**src/rtl/fetch_sequencer.sv**
```systemverilog
// rtl/fetch_sequencer.sv - instruction fetch controller: PC, memory request, valid/ready delivery
module fetch_sequencer #(
    parameter int ADDR_W   = 4,
    parameter int WORD_W   = 4,
    parameter int PC_STEP  = 2,
    parameter int RESET_PC = 0
) (
    input  logic              clk,
    input  logic              rst_n,
    input  logic              start,
    input  logic              halt,
    output logic [ADDR_W-1:0] mem_addr,
    input  logic [WORD_W-1:0] mem_opcode,
    input  logic [WORD_W-1:0] mem_data,
    output logic              instr_valid,
    input  logic              instr_ready,
    output logic [WORD_W-1:0] instr_opcode,
    output logic [WORD_W-1:0] instr_data,
    output logic [ADDR_W-1:0] instr_pc,
    input  logic              jump_en,
    input  logic [ADDR_W-1:0] jump_addr,
    output logic              busy
);

    localparam logic [ADDR_W-1:0] STEP    = ADDR_W'(PC_STEP);
    localparam logic [ADDR_W-1:0] PC_INIT = ADDR_W'(RESET_PC);

    typedef enum logic [1:0] {
        ST_IDLE,
        ST_REQ,
        ST_WAIT,
        ST_HOLD
    } state_t;

    state_t            state;
    logic [ADDR_W-1:0] pc;
    logic              halt_pend;

    // The PC only moves on a handshake, so the memory address is stable for a whole fetch.
    assign mem_addr = pc;

    always_ff @(posedge clk or negedge rst_n) begin
        if (!rst_n) begin
            state        <= ST_IDLE;
            pc           <= PC_INIT;
            halt_pend    <= 1'b0;
            instr_valid  <= 1'b0;
            instr_opcode <= '0;
            instr_data   <= '0;
            instr_pc     <= PC_INIT;
            busy         <= 1'b0;
        end else begin
            case (state)
                ST_IDLE: begin
                    if (start && !halt) begin
                        state <= ST_REQ;
                        busy  <= 1'b1;
                    end
                end
                ST_REQ: begin
                    if (halt) halt_pend <= 1'b1;
                    state <= ST_WAIT;
                end
                ST_WAIT: begin
                    if (halt) halt_pend <= 1'b1;
                    instr_opcode <= mem_opcode;
                    instr_data   <= mem_data;
                    instr_pc     <= pc;
                    instr_valid  <= 1'b1;
                    state        <= ST_HOLD;
                end
                ST_HOLD: begin
                    // instr_valid is always high here, so ready alone marks the handshake.
                    if (instr_ready) begin
                        instr_valid <= 1'b0;
                        pc          <= jump_en ? jump_addr : pc + STEP;
                        if (halt_pend || halt) begin
                            state     <= ST_IDLE;
                            busy      <= 1'b0;
                            halt_pend <= 1'b0;
                        end else begin
                            state <= ST_REQ;
                        end
                    end else if (halt) begin
                        halt_pend <= 1'b1;
                    end
                end
                default: begin
                    state       <= ST_IDLE;
                    busy        <= 1'b0;
                    instr_valid <= 1'b0;
                end
            endcase
        end
    end

endmodule
```
**config.mk**
```make
export PLATFORM = sky130hd
export DESIGN_NAME = fetch_sequencer
export DESIGN_NICKNAME = d
export VERILOG_FILES = /design/src/rtl/fetch_sequencer.sv
export SDC_FILE = /design/constraint.sdc
export NUM_CORES = 1
export LEC_CHECK = 0
export ABC_AREA = 1
export BUFFER_PORTS_ARGS = -buffer_cell sky130_fd_sc_hd__buf_2
export CORE_MARGIN = 3
export CORE_UTILIZATION = 46
export DETAILED_ROUTE_END_ITERATION = 7
export MAX_ROUTING_LAYER = met4
export PLACE_DENSITY = 0.75
export SLEW_MARGIN = 30
export SYNTH_ARGS = -nofsm -noshare
export SYNTH_HDL_FRONTEND = slang
export SYNTH_SLANG_ARGS = --single-unit
```
**constraint.sdc**
```tcl
create_clock -name clk -period 1.6 [get_ports clk]
set_input_delay 0.32 -clock clk [delete_from_list [all_inputs] [get_ports clk]]
set_output_delay 0.32 -clock clk [all_outputs]
set_load 0.005 [all_outputs]
```
After elaboration in Yosys (flattened, before gate mapping). Cells that the tools add are included.

$add $sub $neg: 1. Equal/unequal tests: 7. Multiplexer cells: 14. Reductions and logical operators: 13.

Operator list (number): 2-bit case mux with 4 select lines (1); 2-bit AND reduction (4); 1-bit two-way mux (7); 2-bit inequality test (second input constant) (3); 1-bit case mux with 2 select lines (3); 2-bit nonzero test (3); 4-bit by 2-bit adder with 4-bit output (second input constant) (1); 2-bit == test (second input constant) (2); 2-bit two-way mux (2); 4-bit two-way mux (1); 4-bit AND reduction (1); 3-bit inequality test (second input constant) (1); 2-bit by 1-bit == test with 1-bit output (second input constant) (1); 2-bit logical NOT (1); 2-bit OR reduction (1); 1-bit logical AND (1); 1-bit logical NOT (1); 1-bit logical OR (1).

Flip-flop bits (word level): 21. Output and inout port bits: 18. Logic and storage cells: 43.

Depth between registers and ports, before layout.
Depth after elaboration: 4. Depth in mapped cells: 6. Mapped depth without buffers: 6.

Worst setup path before layout. No wires, ideal clock.

Path type: register -> register. Start: register state[0]. End: register pc[2] (netlist: mem_addr[2]). Library setup time: 0.123 ns. Data arrival time: 1.043 ns. Path slack: 0.434 ns. Stages on the path, launching flop included: 6. Path buffers: 0. Period minus slack after synthesis: 1.166 ns. Cell sequence: dfrtp_1 > ha_1 > nand2_2 > clkinv_1 > nor2_1 > a21oi_2.

Longest elaborated chain between the ends: 2.

Ends and longest elaborated chain: from (decl) (line 35) `state_t state;`; from (signal assigned) (line 44) `state <= ST_IDLE;`; from (signal assigned) (line 56) `state <= ST_REQ;`; from (signal assigned) (line 62) `state <= ST_WAIT;`; 2-bit == test (line 53) `case (state)`; 2-bit AND reduction (no source line); to (signal assigned) (line 76) `pc <= jump_en ? jump_addr : pc + STEP;`; to (decl) (line 36) `logic [ADDR_W-1:0] pc;`.

Every way passes these cells. A chain may end at the register's enable or synchronous reset.

Worst setup path in the final report.
Start: register state[0]. End: register instr_valid.

Longest elaborated chain between the ends: 3.

Ends and longest elaborated chain: 2-bit == test (line 53); 2-bit inequality test (no source line) or 2-bit nonzero test (tied branches); 2-bit AND reduction (no source line); to (signal assigned) (line 47) `instr_valid <= 1'b0;`; to (signal assigned) (line 69) `instr_valid <= 1'b1;`; to (signal assigned) (line 75) `instr_valid <= 1'b0;`; to (decl) (line 15) `output logic instr_valid,`.

Several ways; a longest one is shown, not always the timed one.

==> metrics.sh <==
CTS_MAX_LEVEL=1
TIMING.SLEW.HEADROOM=0.7043
SYN_AREA_MM2=0.001005
DIE-AREA_MM2=0.002781
WORSTSETUPPATHTYPE='register to register'
CRITPATHLAUNCHTYPE='register'
FIN_WORST_SKEW_PS=12.92
DIE-WIDTH_UM=52.74
POSTROUTEWIRELENGTH_UM=2060
AREA.GROWTH.SYNTH_TO_FINAL_PCT=24.28
GP_ROUTABILITY_CONGESTION=0.8309
DETAILEDPLACEMENTHPWL_UM=1624
MAX_STAGE_DELAY_PS=430
ASYNC_FLOP_SHARE=1.000
CRITICAL_PATH_PEAK_FANOUT=13
GRT_PASS1_WL_UM=3429
N_ANTENNA_CELL=0
SYNTH_COMMONEST_CELLS='sky130_fd_sc_hd__nand2_1 (53), sky130_fd_sc_hd__dfrtp_1 (21), sky130_fd_sc_hd__inv_1 (8)'
FINALNETCOUNT=185
RR_STARTPOINT='state[0]'
FP-ROW-COUNT=16
FINALHOLDVIOLATIONS=0
SYNTH.AVG_CELL_AREA_UM2=8.303
REQUIRED_TIME_AT_THE_ENDPOINT_OF_THE_CRITICAL_PATH_PS=1790
SYNTH_SEQ_CELLS=21
GLOBALROUTEOVERFLOWTOTAL=0
MAX_SLEW.WORST_PIN.SLEW_PS=443.5
ROUTEDWLPERCELL_UM=11.02
CLOCK-SINKS=21
DIE-HEIGHT_UM=52.74
POST-SYNTH-TOP-AREA-FRACTION=0.5230
HOLD_CLASS='input pin to register'
CRIT_CHAIN='inv_1 -> ha_1 -> inv_2 -> o21ai_2 -> nor2_1 -> a21oi_1'
YOSYSWARNINGCOUNT=0
DRT-INITIAL-DRC-COUNT=22
CLK_PATH_BUF_DEPTH=2
FINAL_DESIGN_AREA_NO_FILL_MM2=0.001249
YS_TYPES=19
CRITPATHARRIVALTIME_PS=1490
CTS_SETUP_BUFFERS=0
DRT-VIAS-PER-INSTANCE=4.733
MIN-DELAY-START='mem_opcode[0]'
TOTAL_LEAKAGE_POWER_nW=0.7167
FMAX_GHz=0.7661
VIA_COUNT=885
UTILIZATION_OF_THE_CORE_AFTER_ROUTING=0.6176
CELLPOWERDENSITY_mW_PER_MM2=1815
ANTENNA_LEFT=0
CRITICAL_PATH_S_SLOWEST_CELL='sky130_fd_sc_hd__dfrtp_1'
CLKSLEWWORSTSETUPHOLDPATHS_PS=120
CTS.REPAIR.RESIZED=0
UNREPAIRED_SETUP_ENDPOINTS_AFTER_GLOBAL_ROUTING='false'
SYNTH_CELLS=121
GRT_START_MAX_NET_PINS=22
GRT_PASS1_VIAS=817
MAXCAPVIOLATIONS=0
FINAL-SETUP-VIOL-COUNT=0
IOPINCOUNT=36
POST-SYNTH-TOP-AREA-CELL='sky130_fd_sc_hd__dfrtp_1'
PEAKVDDDROP_uV=1273
SYNTH_SEQ_AREA_SHARE=0.5230
CLOCK_INSERTION_DELAY_WORST_SKEW_PS=300
SYNTH-MAIN-FF-CELL='sky130_fd_sc_hd__dfrtp_1'
DESIGN.CORE.AREA_MM2=0.002022
DR.PASS1.ITERS=4
YOSYSMOSTFREQUENTCELL='sky130_fd_sc_hd__nand2_1'
GRT_ANTENNA_BEFORE_REPAIR=0
FINAL.SETUP.TNS_PS=0
POST-ROUTE-DRC-COUNT=0
POSTSYNTHNETCOUNT=145
POWER.TOTAL_W=0.002267
POST_SYNTH_MAIN_AREA_CONTRIBUTORS='sky130_fd_sc_hd__dfrtp_1 (52%), sky130_fd_sc_hd__nand2_1 (20%), sky130_fd_sc_hd__ha_1 (7.5%)'
COUNT_OF_INPUT_AND_OUTPUT_BUFFERS=35
TRITONCTS='built'
POST-ROUTE-MIN-PERIOD_PS=1305
CRITICAL_PATH.ENDPOINT_TYPE='register'
TRITONCTS.NUM_BUFFERS=3
START_UTIL=0.4969
GRT_USE_TOTAL=0.1695
TIMING_MAX_TRANSITION_VIOLATIONS_FINAL=0
STARTPOINT='state[0]'
POST_ROUTE_CELLS_DRIVE_ABOVE_1_SHARE=0.3000
POSTPLACECELLAREA_MM2=0.001211
OUTCOME='completed'
TIMING.FINAL.CRIT_SHARE=0.8158
CTS_ROOT_BUF='sky130_fd_sc_hd__clkbuf_4'
SYNTH_ENABLE_FLOP_CELLS=0
==> worst max-delay path, delay by kind of cell, from the launching register on <==
family | cells | cell delay, ps
compound gates | 2 | 130
fa+ha+maj | 1 | 230
buf+inv | 2 | 290
flops | 1 | 430
simple gates | 1 | 90
==> what timing repair did <==
action,CTS,global route
setup endpoints to repair,0,0
hold endpoints to repair,21,0
hold buffers,1,0
==> report_power, final <==
part | internal, W | switching (W) | total, W
logic | 0.000457 | 0.000607 | 0.00106
registers | 0.000787 | 0.000172 | 0.000959
clock network | 0.0000929 | 0.000151 | 0.000244
total | 0.00134 | 0.000931 | 0.00227
==> placed cells by master (no fill, tap or decap) <==
cell                             n
sky130_fd_sc_hd__inv_2           2
sky130_fd_sc_hd__o21ai_2         1
sky130_fd_sc_hd__o21ai_0         2
sky130_fd_sc_hd__a21oi_1         2
sky130_fd_sc_hd__inv_1           8
sky130_fd_sc_hd__nand4_1         1
sky130_fd_sc_hd__nand2_1        53
sky130_fd_sc_hd__nand3_1         6
sky130_fd_sc_hd__o21bai_1        1
sky130_fd_sc_hd__o21ai_1         2
sky130_fd_sc_hd__a21oi_2         2
sky130_fd_sc_hd__buf_4           1
sky130_fd_sc_hd__ha_1            6
sky130_fd_sc_hd__dfrtp_1        21
sky130_fd_sc_hd__dlygate4sd3_1   1
sky130_fd_sc_hd__nand2_2         2
sky130_fd_sc_hd__nor3_2          1
sky130_fd_sc_hd__buf_2          35
sky130_fd_sc_hd__clkinv_2        1
sky130_fd_sc_hd__nor2_1          7
sky130_fd_sc_hd__clkinv_1        1
sky130_fd_sc_hd__nor3_1          1
sky130_fd_sc_hd__clkbuf_4        3
==> logic make-up (layout without fill, tap and decap cells) <==
group / Yosys count / after routing / share of synthesized area
AO/OA/AOI/OAI: 10 / 10 / 0.06352
adder cells (fa/ha/maj): 6 / 6 / 0.07472
buffers and inverters: 13 / 52 / 0.05106
flip-flops: 21 / 21 / 0.5230
AND/OR/NAND/NOR: 71 / 71 / 0.2877
==> layout make-up <==
type | instances | area (um2)
Clock inverter | 1 | 5.005
Tap cell | 27 | 33.78
Multi-Input combinational cell | 87 | 427.9
Clock buffer | 3 | 22.52
Timing Repair Buffer | 37 | 192.7
Inverter | 11 | 41.29
Fill cell | 201 | 773.2
Sequential cell | 21 | 525.5
==> worst paths after layout <==
check                                   to  slack (ps)  cells past startpoint
setup / recovery               instr_valid         290                      6
hold / removal             instr_opcode[0]         210                      3
setup reg to reg               instr_valid         290                      6
hold reg to reg              instr_data[2]         480                      2
max in group asynchronous      instr_pc[0]         800                      2
min in group asynchronous  instr_opcode[1]         480                      2
==> routing by layer <==
metal | vias up | wire (um) | global-route usage
met5 | - | 0 | -
met4 | 0 | 14 | 0.03830
met3 | 2 | 139 | 0.02564
met2 | 26 | 990 | 0.3017
met1 | 406 | 915 | 0.2007
li1 | 451 | - | -
==> metrics by stage <==
stage	cells	worst slack (ps)	hold slack, ps
floorplan	121	433.6	24.41
global placement	182	372.2	299.3
detailed placement	182	295.9	295.7
CTS	187	283.5	215.2
global route	187	140.3	223.4
finish	187	294.8	213.0
==> state kept, by name (all words and copies together), names as in the netlist <==
name and flops:
halt_pend 1, mem_addr 4, instr_valid 1, instr_pc 4, busy 1, state 2, instr_data 4, instr_opcode 4
(Power assumes the default switching activity.)
